File: config.mk
export PLATFORM = sky130hd
export DESIGN_NAME = imem_loader
export DESIGN_NICKNAME = d
export VERILOG_FILES = /design/src/rtl/imem_loader_pkg.sv /design/src/rtl/imem_loader_byte_packer.sv /design/src/rtl/imem_loader.sv
export SDC_FILE = /design/constraint.sdc
export NUM_CORES = 1
export LEC_CHECK = 0
export BUFFER_PORTS_ARGS = -buffer_cell sky130_fd_sc_hd__buf_4
export CORE_MARGIN = 2
export CORE_UTILIZATION = 59
export CTS_CLUSTER_DIAMETER = 30
export DETAILED_ROUTE_END_ITERATION = 10
export PLACE_DENSITY = 0.84
export SETUP_SLACK_MARGIN = 0.5
export SLEW_MARGIN = 20
export SYNTH_ARGS = -nofsm -noshare
export SYNTH_HDL_FRONTEND = slang
export SYNTH_SLANG_ARGS = --single-unit
File: constraint.sdc
create_clock -name clk -period 5 [get_ports clk]
set_clock_uncertainty 0.15 [all_clocks]
set_input_delay 0 -clock clk [delete_from_list [all_inputs] [get_ports clk]]
set_output_delay 0 -clock clk [all_outputs]
set_load 0.1 [all_outputs]
File: src/rtl/imem_loader_pkg.sv
// Shared types and sizing for the instruction-memory loader.
// The optional trailing checksum is enabled by defining LOADER_CHECKSUM_EN.
package imem_loader_pkg;

   localparam int LOADER_DEPTH = 64;
   localparam int LOADER_AW    = 6;
   localparam int LOADER_IDX_W = 2;

   typedef enum logic [2:0] {
      HDR   = 3'd0,
      DATA  = 3'd1,
      CHECK = 3'd2,
      DONE  = 3'd3,
      ERR   = 3'd4
   } loader_state_e;

endpackage

File: src/rtl/imem_loader_byte_packer.sv
// Packs accepted bytes MSB-first into 32-bit words and pulses word_valid
// in the same cycle the fourth byte of a word is accepted.
module imem_loader_byte_packer
   import imem_loader_pkg::*;
(
   input  logic        clk,
   input  logic        rst_n,
   input  logic        byte_valid,
   input  logic [7:0]  byte_data,
   output logic        word_valid,
   output logic [31:0] word
);

   logic [LOADER_IDX_W-1:0] idx_q, idx_d;
   // only the first three bytes of a word need storing; the fourth arrives live
   logic [23:0]             shift_q, shift_d;

   // next byte index and shift contents
   always_comb begin
      idx_d   = idx_q;
      shift_d = shift_q;
      if (byte_valid) begin
         idx_d   = idx_q + 2'd1;
         shift_d = {shift_q[15:0], byte_data};
      end else begin
         idx_d   = idx_q;
         shift_d = shift_q;
      end
   end

   assign word_valid = byte_valid && (idx_q == 2'd3);
   assign word       = {shift_q, byte_data};

   // packer state registers
   always_ff @(posedge clk or negedge rst_n) begin
      if (!rst_n) begin
         idx_q   <= '0;
         shift_q <= 24'h000000;
      end else begin
         idx_q   <= idx_d;
         shift_q <= shift_d;
      end
   end

endmodule

File: src/rtl/imem_loader.sv
// Framed byte-stream loader for instruction memory; holds the core in reset
// until a full image is written. Checksum byte enabled by LOADER_CHECKSUM_EN.
module imem_loader
   import imem_loader_pkg::*;
#(
   parameter int DEPTH = LOADER_DEPTH,
   parameter int AW    = LOADER_AW
) (
   input  logic          clk,
   input  logic          reset,
   input  logic          in_valid,
   output logic          in_ready,
   input  logic [7:0]    in_data,
   output logic          mem_we,
   output logic [AW-1:0] mem_addr,
   output logic [31:0]   mem_wdata,
   output logic          cpu_reset,
   output logic          load_done,
   output logic          load_err,
   output logic [AW:0]   word_count
);

   localparam logic [AW:0] ONE_W = {{AW{1'b0}}, 1'b1};

   loader_state_e state_q, state_d;
   logic [AW:0]   n_q, n_d, wc_q, wc_d;
   logic [AW-1:0] mem_addr_q, mem_addr_d;
   logic [31:0]   mem_wdata_q, mem_wdata_d;
   logic          mem_we_q, mem_we_d, in_ready_q, in_ready_d;
   logic          cpu_reset_q, cpu_reset_d, load_done_q, load_done_d;
   logic          load_err_q, load_err_d;
   logic          accept_s, word_valid_s;
   logic [31:0]   word_s;
`ifdef LOADER_CHECKSUM_EN
   logic [7:0]    chk_q, chk_d;
`endif

   assign accept_s = in_valid && in_ready_q;

   imem_loader_byte_packer u_packer (
      .clk        (clk),
      .rst_n      (reset),
      .byte_valid (accept_s && (state_q == DATA)),
      .byte_data  (in_data),
      .word_valid (word_valid_s),
      .word       (word_s)
   );

   // frame sequencing, write strobe and status next-state
   always_comb begin
      state_d     = state_q;
      n_d         = n_q;
      wc_d        = wc_q;
      mem_we_d    = 1'b0;
      mem_addr_d  = mem_addr_q;
      mem_wdata_d = mem_wdata_q;
`ifdef LOADER_CHECKSUM_EN
      chk_d       = chk_q;
`endif
      case (state_q)
         HDR: begin
            if (accept_s) begin
               if ((in_data == 8'd0) || (in_data > 8'(DEPTH))) begin
                  state_d = ERR;
               end else begin
                  n_d     = in_data[AW:0];
                  state_d = DATA;
               end
            end else begin
               state_d = HDR;
            end
         end
         DATA: begin
`ifdef LOADER_CHECKSUM_EN
            if (accept_s) begin
               chk_d = chk_q ^ in_data;
            end else begin
               chk_d = chk_q;
            end
`endif
            if (word_valid_s) begin
               mem_we_d    = 1'b1;
               mem_addr_d  = wc_q[AW-1:0];
               mem_wdata_d = word_s;
               wc_d        = wc_q + ONE_W;
               if ((wc_q + ONE_W) == n_q) begin
`ifdef LOADER_CHECKSUM_EN
                  state_d = CHECK;
`else
                  state_d = DONE;
`endif
               end else begin
                  state_d = DATA;
               end
            end else begin
               state_d = DATA;
            end
         end
`ifdef LOADER_CHECKSUM_EN
         CHECK: begin
            if (accept_s) begin
               state_d = (in_data == chk_q) ? DONE : ERR;
            end else begin
               state_d = CHECK;
            end
         end
`endif
         DONE:    state_d = DONE;
         ERR:     state_d = ERR;
         default: state_d = ERR;
      endcase
      in_ready_d  = (state_d == HDR) || (state_d == DATA) || (state_d == CHECK);
      load_done_d = (state_d == DONE);
      load_err_d  = (state_d == ERR);
      // release the core only once DONE has been held a cycle, so the last write lands first
      cpu_reset_d = (state_q != DONE);
   end

   // loader state and registered outputs
   always_ff @(posedge clk or negedge reset) begin
      if (!reset) begin
         state_q     <= HDR;
         n_q         <= '0;
         wc_q        <= '0;
         mem_we_q    <= 1'b0;
         mem_addr_q  <= '0;
         mem_wdata_q <= 32'h0000_0000;
         in_ready_q  <= 1'b0;
         cpu_reset_q <= 1'b1;
         load_done_q <= 1'b0;
         load_err_q  <= 1'b0;
`ifdef LOADER_CHECKSUM_EN
         chk_q       <= 8'h00;
`endif
      end else begin
         state_q     <= state_d;
         n_q         <= n_d;
         wc_q        <= wc_d;
         mem_we_q    <= mem_we_d;
         mem_addr_q  <= mem_addr_d;
         mem_wdata_q <= mem_wdata_d;
         in_ready_q  <= in_ready_d;
         cpu_reset_q <= cpu_reset_d;
         load_done_q <= load_done_d;
         load_err_q  <= load_err_d;
`ifdef LOADER_CHECKSUM_EN
         chk_q       <= chk_d;
`endif
      end
   end

   assign in_ready   = in_ready_q;
   assign mem_we     = mem_we_q;
   assign mem_addr   = mem_addr_q;
   assign mem_wdata  = mem_wdata_q;
   assign cpu_reset  = cpu_reset_q;
   assign load_done  = load_done_q;
   assign load_err   = load_err_q;
   assign word_count = wc_q;

endmodule
==> impl_metrics.toml <==
[power_and_ir_drop]
p_clk_share_pct = 44.5
internal_power_w = 0.00104
power_frac_comb_pct = 2.3
p_leak_nw = 2.38
seqPwrFrac_pct = 53.2
ir_worst_vdd_mv = 0.241
swShare_pct = 20.4
power_density_nw_per_um2 = 304
p_switching_w = 0.000267

[detailed_routing]
routedWlPerCell_um = 15.6
postRouteAntennaNets = 0
viasPerCell = 5.44
drt_iter0_markers = 152
first_pass_iters = 5
num_vias = 2487
wirelength_um = 7150
route.detailed.drc = 0

[clock_tree]
cts-buffers-inserted = 9
cts_tree = "built"
insertion_delay_ns = 0.35
cts_resized = 0
cts_hold_buf = 9
cts_buffer_depth = 2
root_buffer = "clkbuf_8"
cts.htree.levels = 3
clock_sink_count = 86
cts.clk_slew.worst_paths_ns = 0.08
cts_setup_buffers = 0

[cells_and_area]
post-route-util_pct = 77.2
fin_nets = 393
final_area_um2 = 4300
areaGrowthSynthToFinish_pct = 24.4
diodes = 0
layout-drive-gt1-share_pct = 30.6
fillers = 367

[timing]
slew_violations = 0
hold_violations = 0
fin_crit_sh_pct = 47.7
tightestPinTransition_ns = 0.737
rsz0062_at_grt = "false"
fin_ws_ns = 2.61
relSlewSlack_pct = 50.9
max_freq_mhz = 419
setup_viol_count_final = 0
fin_setup_tns_ns = 0
period_minus_slack_ns = 2.39

[placement]
placed_cell_area_um2 = 3960
io_buffers = 60
hpwl_um = 4700
gp_congestion = 0.742
dp_slack_ns = 2.72

[worst_setup_path]
crit_arrival_ns = 2.47
start_kind = "input pin"
endpoint_kind = "flip-flop"
worstPathMaxFanout = 8
cp.required_ns = 5.09
critPathKind = "input pin to flip-flop"

[synth]
synth_cells = 313
yosys.area.top_type = "dfrtp_1"
synth_top_flop_cell = "dfrtp_1"
syn_area_per_cell_um2 = 11.1
syn_nets = 326
synth_top_area_share_pct = 61.5
yosys_warnings = 0
ys_ff_latch = 86
ys_types = 33
async_reset_ff_share_pct = 100
synth_seq_area_share_pct = 62.2
synth.area.top_cells = "dfrtp_1 61%, nand2_1 13%, mux2_2 10%"
syn_area_um2 = 3460
yosysMostFrequentCell = "nand2_1"
synthTopCellsByCount = "122 x nand2_1, 85 x dfrtp_1, 32 x mux2_2"
synth_edf_count = 0

[grt]
grt.total_usage_pct = 24.9
antenna_found_initial = 0
first_global_vias = 2445
grt_first_pass_wirelength_um = 12000
overflow = 0
grt_max_degree = 87

[die]
core-area_um2 = 5570
dieWidth_um = 80.6
dieArea_um2 = 6490
row_count = 27
die_h_um = 80.6
num_io_pins = 61
start_util_pct = 62.1

[run_status]
status = "complete, no violations"

[run]
cap_violations = 0

[worst_hold_path]
hp-class = "input pin to async pin"
-- critical path: stages --
cell and delay (ns):
dlygate4sd3_1 0.54, buf_4 0.16, or4_1 0.55, o31a_1 0.31, nor4b_4 0.51, mux2_2 0.40
-- power groups by stage --
stage	clock (W)	sequential (W)	combinational (W)
detailed placement	0	0.000709	0.0000254
floorplan	0	0.000709	0.00000123
finish	0.000581	0.000695	0.0000307
global placement	0	0.000709	0.0000250
CTS	0.000587	0.000695	0.0000312
global route	0.000622	0.000695	0.0000345
-- final cells by class --
cell class	instances	area (um2)	share of cell area, %
Sequential cell	86	2150	50.0
Multi-Input combinational cell	210	1250	29.0
Timing Repair Buffer	71	559	13.0
Clock buffer	9	124	2.88
Clock inverter	7	120	2.79
Tap cell	72	90.1	2.09
Inverter	2	7.51	0.174
-- layer usage --
layer / part of all wire (%) / GRT usage (%) / vias up
met2: 51 / 40.0 / 77
met4: 2.3 / 13.6 / 0
met5: 0 / 0 / -
met1: 41 / 31.6 / 1233
met3: 5.2 / 5.28 / 17
li1: - / - / 1160
-- kinds of logic after synthesis --
group / after synthesis / share of synthesized area (%)
adders and majority gates: 2 / 0.723
AOI/OAI and AO/OA: 14 / 3.15
DFF: 86 / 62.2
muxes: 32 / 10.4
buffers and inverters: 17 / 1.84
xor gates and xnor gates: 13 / 3.29
and+or+nand+nor: 149 / 18.3
-- metrics by stage --
stage,power [W],cells,hold slack (ns)
detailed placement,0.000734,432,0.0965
CTS,0.00131,457,0.113
global placement,0.000734,432,0.0820
floorplan,0.000710,313,-0.446
finish,0.00131,457,0.101
global route,0.00135,457,0.141
-- sequential cells by signal (all words and copies together) (netlist names) --
name,flops
mem_wdata,32
mem_we,1
word_count,7
n_q,7
cpu_reset,1
u_packer.idx_q,2
u_packer.shift_q,24
in_ready,1
load_err,1
mem_addr,6
state_q,3
load_done,1
-- layout by cell type (no fill, tap or decap), types with 2 or more instances in the layout --
| cell type | n |
|---|---|
| nor3_1 | 5 |
| clkbuf_8 | 9 |
| bufinv_16 | 3 |
| nand3_1 | 4 |
| inv_6 | 2 |
| xor2_1 | 7 |
| nor4_1 | 2 |
| nand2b_1 | 2 |
| ha_1 | 2 |
| dlygate4sd3_1 | 9 |
| buf_4 | 61 |
| nor2_1 | 3 |
| dfrtp_1 | 85 |
| xnor2_1 | 6 |
| a21o_1 | 3 |
| inv_1 | 2 |
| mux2_2 | 32 |
| a31o_2 | 2 |
| nand2_1 | 121 |
| and3_1 | 3 |
-- path summary, 6_finish.rpt --
check                                             start                        end  slack [ns]  cells after the start
min in group clk                               in_valid           mem_we$_DFF_PN0_        0.14                      3
worst min-delay path                              reset  mem_wdata[28]$_DFFE_PN0P_        0.10                      2
max in group asynchronous                         reset         n_q[4]$_DFFE_PN0P_        4.09                      2
worst min register to register  mem_addr[3]$_DFFE_PN0P_    mem_addr[3]$_DFFE_PN0P_        0.33                      2
worst max register to register     state_q[1]$_DFF_PN0_   mem_wdata[5]$_DFFE_PN0P_        2.81                      5
worst max-delay path                         in_data[1]         n_q[0]$_DFFE_PN0P_        2.61                      6
No activity file was read; power rests on OpenSTA's default activity.
